[config.mk]
export PLATFORM = sky130hd
export DESIGN_NAME = tmds_serializer
export DESIGN_NICKNAME = d
export VERILOG_FILES = /design/src/rtl/tmds_pkg.sv /design/src/rtl/tmds_shift_lane.sv /design/src/rtl/tmds_serializer.sv
export SDC_FILE = /design/constraint.sdc
export NUM_CORES = 1
export LEC_CHECK = 0
export CELL_PAD_IN_SITES_DETAIL_PLACEMENT = 0
export CELL_PAD_IN_SITES_GLOBAL_PLACEMENT = 1
export CORE_MARGIN = 1
export CORE_UTILIZATION = 43
export CTS_BUF_LIST = sky130_fd_sc_hd__clkbuf_4
export CTS_CLUSTER_SIZE = 20
export DETAILED_ROUTE_END_ITERATION = 10
export PLACE_DENSITY = 0.88
export SETUP_SLACK_MARGIN = 0.3
export SLEW_MARGIN = 20
export SYNTH_ARGS = -nofsm -noshare
export SYNTH_HDL_FRONTEND = slang
export SYNTH_HIERARCHICAL = 1
export SYNTH_SLANG_ARGS = --single-unit
[constraint.sdc]
create_clock -name clk -period 1.9 [get_ports clk]
set_input_delay 0.19 -clock clk [delete_from_list [all_inputs] [get_ports clk]]
set_output_delay 0.19 -clock clk [all_outputs]
set_load 0.01 [all_outputs]
[src/rtl/tmds_pkg.sv]
// Shared TMDS constants: symbol width, the four control-period symbols and the
// clock-lane pattern used by the serialiser.
package tmds_pkg;

    localparam int TMDS_SYM_W = 10;

    typedef logic [TMDS_SYM_W-1:0] tmds_sym_t;

    // Control symbols indexed by C1C0
    localparam tmds_sym_t TMDS_CTRL_00 = 10'b11010_10100;
    localparam tmds_sym_t TMDS_CTRL_01 = 10'b00101_01011;
    localparam tmds_sym_t TMDS_CTRL_10 = 10'b01010_10100;
    localparam tmds_sym_t TMDS_CTRL_11 = 10'b10101_01011;

    localparam tmds_sym_t TMDS_CLK_PATTERN = 10'b00000_11111;

endpackage

[src/rtl/tmds_shift_lane.sv]
// One serial lane: a symbol shifter (parallel load, shift right) followed by a
// registered output bit with optional polarity inversion.
module tmds_shift_lane
    import tmds_pkg::*;
#(
    parameter int   SYM_W  = TMDS_SYM_W,
    parameter logic INVERT = 1'b0
) (
    input  logic             clk,
    input  logic             rst,
    input  logic             load,
    input  logic [SYM_W-1:0] load_val,
    output logic             ser_out
);

    logic [SYM_W-1:0] shift_q, shift_d;
    logic             ser_q, ser_d;

    always_comb begin
        shift_d = load ? load_val : {1'b0, shift_q[SYM_W-1:1]};
        ser_d   = shift_q[0] ^ INVERT;
    end

    always_ff @(posedge clk or posedge rst) begin
        if (rst) begin
            shift_q <= '0;
            ser_q   <= INVERT;
        end else begin
            shift_q <= shift_d;
            ser_q   <= ser_d;
        end
    end

    assign ser_out = ser_q;

endmodule

[src/rtl/tmds_serializer.sv]
// Bit-rate TMDS serialiser: one-deep symbol-group buffer with valid/ready input,
// CHANNELS data lanes plus a clock lane, idle-symbol substitution on underrun.
module tmds_serializer
    import tmds_pkg::*;
#(
    parameter int                 CHANNELS    = 3,
    parameter int                 SYM_W       = TMDS_SYM_W,
    parameter logic [CHANNELS:0]  INV_MASK    = '0,
    parameter logic [SYM_W-1:0]   CLK_PATTERN = TMDS_CLK_PATTERN,
    parameter logic [SYM_W-1:0]   IDLE_SYM    = TMDS_CTRL_00
) (
    input  logic                      clk,
    input  logic                      rst,
    input  logic [CHANNELS*SYM_W-1:0] sym_in,
    input  logic                      sym_valid,
    output logic                      sym_ready,
    input  logic                      underrun_clr,
    output logic [CHANNELS-1:0]       tmds_ser,
    output logic                      tmds_clk_ser,
    output logic                      sym_load,
    output logic                      underrun
);

    localparam int              CNT_W    = $clog2(SYM_W);
    localparam logic [CNT_W-1:0] CNT_LAST = CNT_W'(SYM_W - 1);

    // Handshake: sym_ready is a function of state only (hold_full_q, bit_cnt_q),
    // never of sym_valid; a group transfers on any edge where both are high.
    logic [CNT_W-1:0]          bit_cnt_q, bit_cnt_d;
    logic [CHANNELS*SYM_W-1:0] hold_q, hold_d;
    logic                      hold_full_q, hold_full_d;
    logic                      armed_q, armed_d;
    logic                      underrun_q, underrun_d;
    logic                      load;
    logic                      accept;
    logic [CHANNELS*SYM_W-1:0] lane_load_val;

    assign load   = (bit_cnt_q == CNT_LAST);
    assign accept = sym_valid && sym_ready;

    always_comb begin
        bit_cnt_d     = load ? '0 : bit_cnt_q + CNT_W'(1);
        hold_d        = hold_q;
        hold_full_d   = hold_full_q;
        armed_d       = armed_q | accept;
        underrun_d    = underrun_q & ~underrun_clr;
        lane_load_val = {CHANNELS{IDLE_SYM}};

        if (load) begin
            if (hold_full_q) begin
                lane_load_val = hold_q;
                hold_full_d   = accept;
                if (accept) begin
                    hold_d = sym_in;
                end
            end else if (accept) begin
                // Bypass: the group goes straight into the shifters
                lane_load_val = sym_in;
                hold_full_d   = 1'b0;
            end else begin
                hold_full_d = 1'b0;
                if (armed_q) begin
                    underrun_d = 1'b1;
                end
            end
        end else if (accept) begin
            hold_d      = sym_in;
            hold_full_d = 1'b1;
        end
    end

    always_ff @(posedge clk or posedge rst) begin
        if (rst) begin
            bit_cnt_q   <= CNT_LAST;
            hold_q      <= '0;
            hold_full_q <= 1'b0;
            armed_q     <= 1'b0;
            underrun_q  <= 1'b0;
        end else begin
            bit_cnt_q   <= bit_cnt_d;
            hold_q      <= hold_d;
            hold_full_q <= hold_full_d;
            armed_q     <= armed_d;
            underrun_q  <= underrun_d;
        end
    end

    for (genvar i = 0; i < CHANNELS; i++) begin : g_lane
        tmds_shift_lane #(
            .SYM_W  (SYM_W),
            .INVERT (INV_MASK[i])
        ) u_lane (
            .clk      (clk),
            .rst      (rst),
            .load     (load),
            .load_val (lane_load_val[i*SYM_W +: SYM_W]),
            .ser_out  (tmds_ser[i])
        );
    end

    tmds_shift_lane #(
        .SYM_W  (SYM_W),
        .INVERT (INV_MASK[CHANNELS])
    ) u_clk_lane (
        .clk      (clk),
        .rst      (rst),
        .load     (load),
        .load_val (CLK_PATTERN),
        .ser_out  (tmds_clk_ser)
    );

    assign sym_ready = !hold_full_q || load;
    assign sym_load  = load;
    assign underrun  = underrun_q;

endmodule

# Yosys cells after proc, flatten, opt, wreduce, memory -nomap -nowiden
# Cells that the tools add are included.
totals:
  ff_bits: 81
  in_bits: 34
  output_inout_bits: 7
  elab_cells: 40
classes:
  add_sub_neg: 1
  n_eq_ne: 2
  n_mux: 17
  n_bitwise: 3
  reduce_logical: 4
op_table:
  columns: ["cell", "n"]
  rows:
  - ["two-way mux 30 bit", 5]
  - ["two-way mux 10 bit", 3]
  - ["two-way mux 9 bit", 1]
  - ["two-way mux 1 bit", 7]
  - ["adder 4 x 1 -> 4 bit (second input constant)", 1]
  - ["equality test 4 bit (second input constant)", 1]
  - ["two-way mux 4 bit", 1]
  - ["inequality test 2 bit (second input constant)", 1]
  - ["nonzero test 2 bit", 1]
  - ["bitwise AND 1 bit", 1]
  - ["logical AND 1 bit", 1]
  - ["zero test 1 bit", 1]
  - ["logical OR 1 bit", 1]
  - ["inverter 1 bit", 1]
  - ["OR 1 bit", 1]

# Logic depth before layout (Yosys ltp)
# Gate-level depths: netlist of run 1.
depth:
  word_depth: 6
  depth_mapped: 6

# Cells and area by module
# The synthesis of run 1 kept the hierarchy.
by_module_without_submodules:
  columns: ["mod", "n_inst", "cells_each", "area_per_inst_um2", "seq_area_each_um2"]
  rows:
  - ["tmds_serializer", 1, 184, 1910.6, 928.4]
  - ["tmds_shift_lane", 4, 23, 432.9, 275.3]

# Least setup slack after synthesis of run 1
# OpenSTA, ideal clock, no wires.
synth_path:
  path_kind: "reg-to-reg"
  startpoint: "register bit_cnt_q[0]"
  endpoint: "register g_lane[0].u_lane.shift_q[0]"
  arrival_time_ns: 1.880
  required_time_ns: 1.775
  path_slack_ns: -0.106
  stages_incl_launch_ff: 7
  period_less_slack_ns: 2.006
  path_cell_list: "dfstp_2 -> nand4bb_1 -> buf_4 -> inv_6 -> clkbuf_1 -> buf_6 -> mux2_4"
synth_between:
  elab_chain_cells: 6
synth_rtl:
  columns: ["element", "line_no", "text"]
  rows:
  - ["from (decl)", "tmds_serializer.sv:29", "logic [CNT_W-1:0] bit_cnt_q, bit_cnt_d;"]
  - ["from (signal assigned)", "tmds_serializer.sv:80", "bit_cnt_q <= bit_cnt_d;"]
  - ["equality test 4 bit (*)", "tmds_serializer.sv:38", "assign load = (bit_cnt_q == CNT_LAST);"]
  - ["via sym_load", "tmds_serializer.sv:20", "output logic sym_load,"]
  - ["logical OR 1 bit", "tmds_serializer.sv:112", "assign sym_ready = !hold_full_q || load;"]
  - ["logical AND 1 bit", "tmds_serializer.sv:39", "assign accept = sym_valid && sym_ready;"]
  - ["two-way mux 30 bit", "tmds_serializer.sv:56", "end else if (accept) begin"]
  - ["two-way mux 30 bit", "tmds_serializer.sv:50", "if (hold_full_q) begin"]
  - ["two-way mux 10 bit (*)", "tmds_shift_lane.sv:20", "shift_d = load ? load_val : {1'b0, shift_q[SYM_W-1:1]};"]
  - ["via g_lane[0].u_lane.shift_d[0]", "tmds_shift_lane.sv:16", "logic [SYM_W-1:0] shift_q, shift_d;"]
  - ["to (signal assigned)", "tmds_shift_lane.sv:29", "shift_q <= shift_d;"]
  - ["to (decl)", "tmds_shift_lane.sv:16", null]
# Mark *: on every way through the listed nets, which the timed path passes. The rest lies on a longest branch.
# A chain may end at the register's enable or synchronous reset.

# Final worst setup path of run 1
layout_path:
  startpoint: "register bit_cnt_q[3]"
  endpoint: "register hold_q[10]"
layout_between:
  elab_chain_cells: 6
layout_rtl:
  columns: ["element", "line_no", "text"]
  rows:
  - ["equality test 4 bit (*)", "tmds_serializer.sv:38", null]
  - ["logical OR 1 bit", "tmds_serializer.sv:112", null]
  - ["logical AND 1 bit", "tmds_serializer.sv:39", null]
  - ["two-way mux 30 bit (2 in a row)", null, null]
  - ["two-way mux 30 bit", "tmds_serializer.sv:49", "if (load) begin"]
  - ["to (signal assigned)", "tmds_serializer.sv:81", "hold_q <= hold_d;"]
  - ["to (decl)", "tmds_serializer.sv:30", "logic [CHANNELS*SYM_W-1:0] hold_q, hold_d;"]
# Every way passes the cells marked *; elsewhere a longest branch is shown, timed or not. The select of a mux whose other input is x is not followed.

==> metrics.txt, run 1 <==
run status=completed; Post-synth top flop=dfrtp_1; flop2flop setup slack=0.07 ns; Worst Path Required=2.21 ns; Top delay family on crit path=multiplexers; share of the synthesized area in the top cell type=a little over half; worst path arrival time=2.14 ns; vias in the first global route=2401; fmax=546 MHz; Netlist Area Pre-Place=3640 um^2; Die Width=94.0 um; Setup crit start=bit_cnt_q[3]; Worst Clk Skew=0.0153 ns; clk buf depth=2; Post-synth EDFFs=0; Cells after DPL=428; final worst slack=slightly below 0.07 ns; crit-path max FO=6; Layout area overhead=29.9%; GPL Wtd Cong=0.701; drt wl/cell=17.1 um; RR Startpoint=bit_cnt_q[3]; pre-CTS WS=0.0480 ns; count of cell types in the netlist=30; crit-path max cell delay=~0.58 ns; CP most frequent cell=buf_6; leakage=2.36 nW; GR Overflow Total=0; most frequent cells in the layout=78 x dfrtp_1, 60 x mux2_4, 38 x clkdlybuf4s50_1; Rows=33; Power Density=~1000 nW/um^2; period utilization=96.3%; most common cell after layout, fill and taps aside=dfrtp_1; 1st-pass router iterations=4; Final min period=1.83 ns; Vias/cell=5.14; asr flop ratio synth=100%; clk slew on worst S/H paths=0.13 ns; CP Class=reg -> reg; worst flop-to-flop path endpoint=hold_q[10]; DRC=0; max-cap violations=0; Synth area leader=dfrtp_1; Syn Area/Cell=about 13 um^2; first-pass GRT wire length=12200 um; sequential share of the synthesized area=55.7%; Worst-Skew Late Latency=roughly 0.42 ns; Num Clock Sinks=81; synth warn=6; Setup TNS=0 ns; nets=384; die area=approximately 8800 um^2; via count=approximately 2.4k; largest net degree at the start of global routing=25; Clock Tree Root=clkbuf_4; setup violators final=0; ordered cell list for the critical path=nand4bb_4, clkinv_4, mux2i_4, buf_6, buf_6, mux2_2; max-slew violation count=0; GRT Util Overall=18.4%; clock tree from TritonCTS=built; Antenna Nets Post-Route=0; FF+latch count, synth=81; Routed WL=7880 um; I/O pins=41; fraction of layout cells with a size suffix above 1=a little under two fifths; Area contributors post-synth=dfrtp_1 54%, mux2_4 15%, mux2_2 9.3%, buf_6 2.2%, nand2_1 1.9%; Buffers on Ports=40; DR iter-0 viols=91; Cell Count, Final, Fillers Out=460; Core Area=8220 um^2; antenna violations before repair=0; maximum vdd drop=0.000438 V; Initial Util=44.3%; Mapped Cells=approximately 280; reg2reg path depth=6; unrepaired setup endpoints after global routing=true; CP max-delay cell=dfstp_2; Die Height=94.0 um; final hold vios=0; CP endpoint kind=flip-flop; post-DP HPWL=4800 um; TritonCTS buffer count=9; htree depth=3; crit path launch type=flip-flop; Antenna Cells=0; Buf/Inv on CP=3; HP Class=in -> async
[timing repair]
item / in CTS / in global routing
setup buffers: 4 / 6
hold buffers: 0 / 0
endpoints found under the setup margin: 58 / 55
gates cloned: 1 / 5
resized for setup: 17 / 35
[cells by family (layout without fill, tap and decap cells)]
family / Yosys count / count (layout) / share of synthesized area, %
buf+inv: 29 / 100 / 4.71
simple gates: 58 / 58 / 7.83
compound gates: 36 / 36 / 5.98
mux: 69 / 69 / 25.3
xor+xnor: 1 / 1 / 0.241
other cells: 2 / 10 / 0.206
flops: 81 / 81 / 55.7
[layer usage]
layer	GRT usage, %	part of all wire [%]
met3	2.99	3.5
met5	0	0
met1	24.5	46
met2	30.0	49
met4	7.05	1.6
[cell usage after synthesis, types with 2 or more instances]
cell type	count
nor2_1	17
a22oi_1	8
clkbuf_1	9
o21ai_0	10
nand3_1	8
buf_6	7
nor3b_1	8
mux2_4	36
o22ai_1	7
conb_1	2
a21o_1	2
mux2_2	30
and2_2	4
dfstp_2	2
inv_1	9
dfrtp_1	79
nand2_1	18
a21oi_1	8
[power by group]
group / leakage, nW / switching [mW] / internal (mW) / total, mW
Combinational: 1.24 / 0.525 / 0.948 / 1.47
Clock: 0.0859 / 0.600 / 0.533 / 1.13
Sequential: 1.04 / 0.162 / 2.05 / 2.21
[worst max path at each step]
stage          depth (start not counted)         end  slack (ns)
6_report                               6  hold_q[10]        0.07
2_1_floorplan                          6  hold_q[10]        0.13
4_1_cts                                5  hold_q[26]        0.09
3_3_place_gp                           4   sym_ready        0.08
3_5_place_dp                           5  hold_q[17]        0.05
5_1_grt                                6  hold_q[10]        0.01
[sequential cells by signal, summed over array words and instances, names as in the netlist]
| register | count |
|---|---|
| g_lane.u_lane/ser_out | 3 |
| underrun | 1 |
| g_lane.u_lane/shift_q | 30 |
| bit_cnt_q | 4 |
| hold_full_q | 1 |
| hold_q | 30 |
| armed_q | 1 |
| u_clk_lane/ser_out | 1 |
| u_clk_lane/shift_q | 10 |
[layout make-up]
class / count / area, um^2
fill: 663 / 3480
sequential: 81 / 2030
multi-input combinational: 174 / 1580
timing repair buffer: 73 / 773
tap: 105 / 131
clock inverter: 7 / 95.1
clock buffer: 9 / 67.6
inverter: 10 / 46.3
timing repair inverter: 1 / 7.51
[stage by stage]
| step | hold WS (ns) | instance area [um^2] | util [%] | total power [mW] |
|---|---|---|---|---|
| 6_report | 0.233 | 4730 | 57.6 | 4.81 |
| 5_1_grt | 0.281 | 4730 | 57.6 | 5.08 |
| 4_1_cts | 0.242 | 4460 | 54.3 | 4.63 |
| 3_5_place_dp | 0.340 | 4220 | 51.4 | 3.49 |
| 3_3_place_gp | 0.337 | 4220 | 51.4 | 3.44 |
| 2_1_floorplan | 0.0424 | 3680 | - | 3.16 |
(Power assumes the default switching activity.)
==> run 2: changes to the inputs <==
--- a/config.mk
+++ b/config.mk
@@ -5,6 +5,7 @@
 export SDC_FILE = /design/constraint.sdc
 export NUM_CORES = 1
 export LEC_CHECK = 0
+export CAP_MARGIN = 30
 export CELL_PAD_IN_SITES_DETAIL_PLACEMENT = 0
 export CELL_PAD_IN_SITES_GLOBAL_PLACEMENT = 1
 export CORE_MARGIN = 1
@@ -14,7 +15,6 @@
 export DETAILED_ROUTE_END_ITERATION = 10
 export PLACE_DENSITY = 0.88
 export SETUP_SLACK_MARGIN = 0.3
-export SLEW_MARGIN = 20
 export SYNTH_ARGS = -nofsm -noshare
 export SYNTH_HDL_FRONTEND = slang
 export SYNTH_HIERARCHICAL = 1
==> results of run 2 <==
No change in the layout: final DEF, timing and power equal those of run 1.
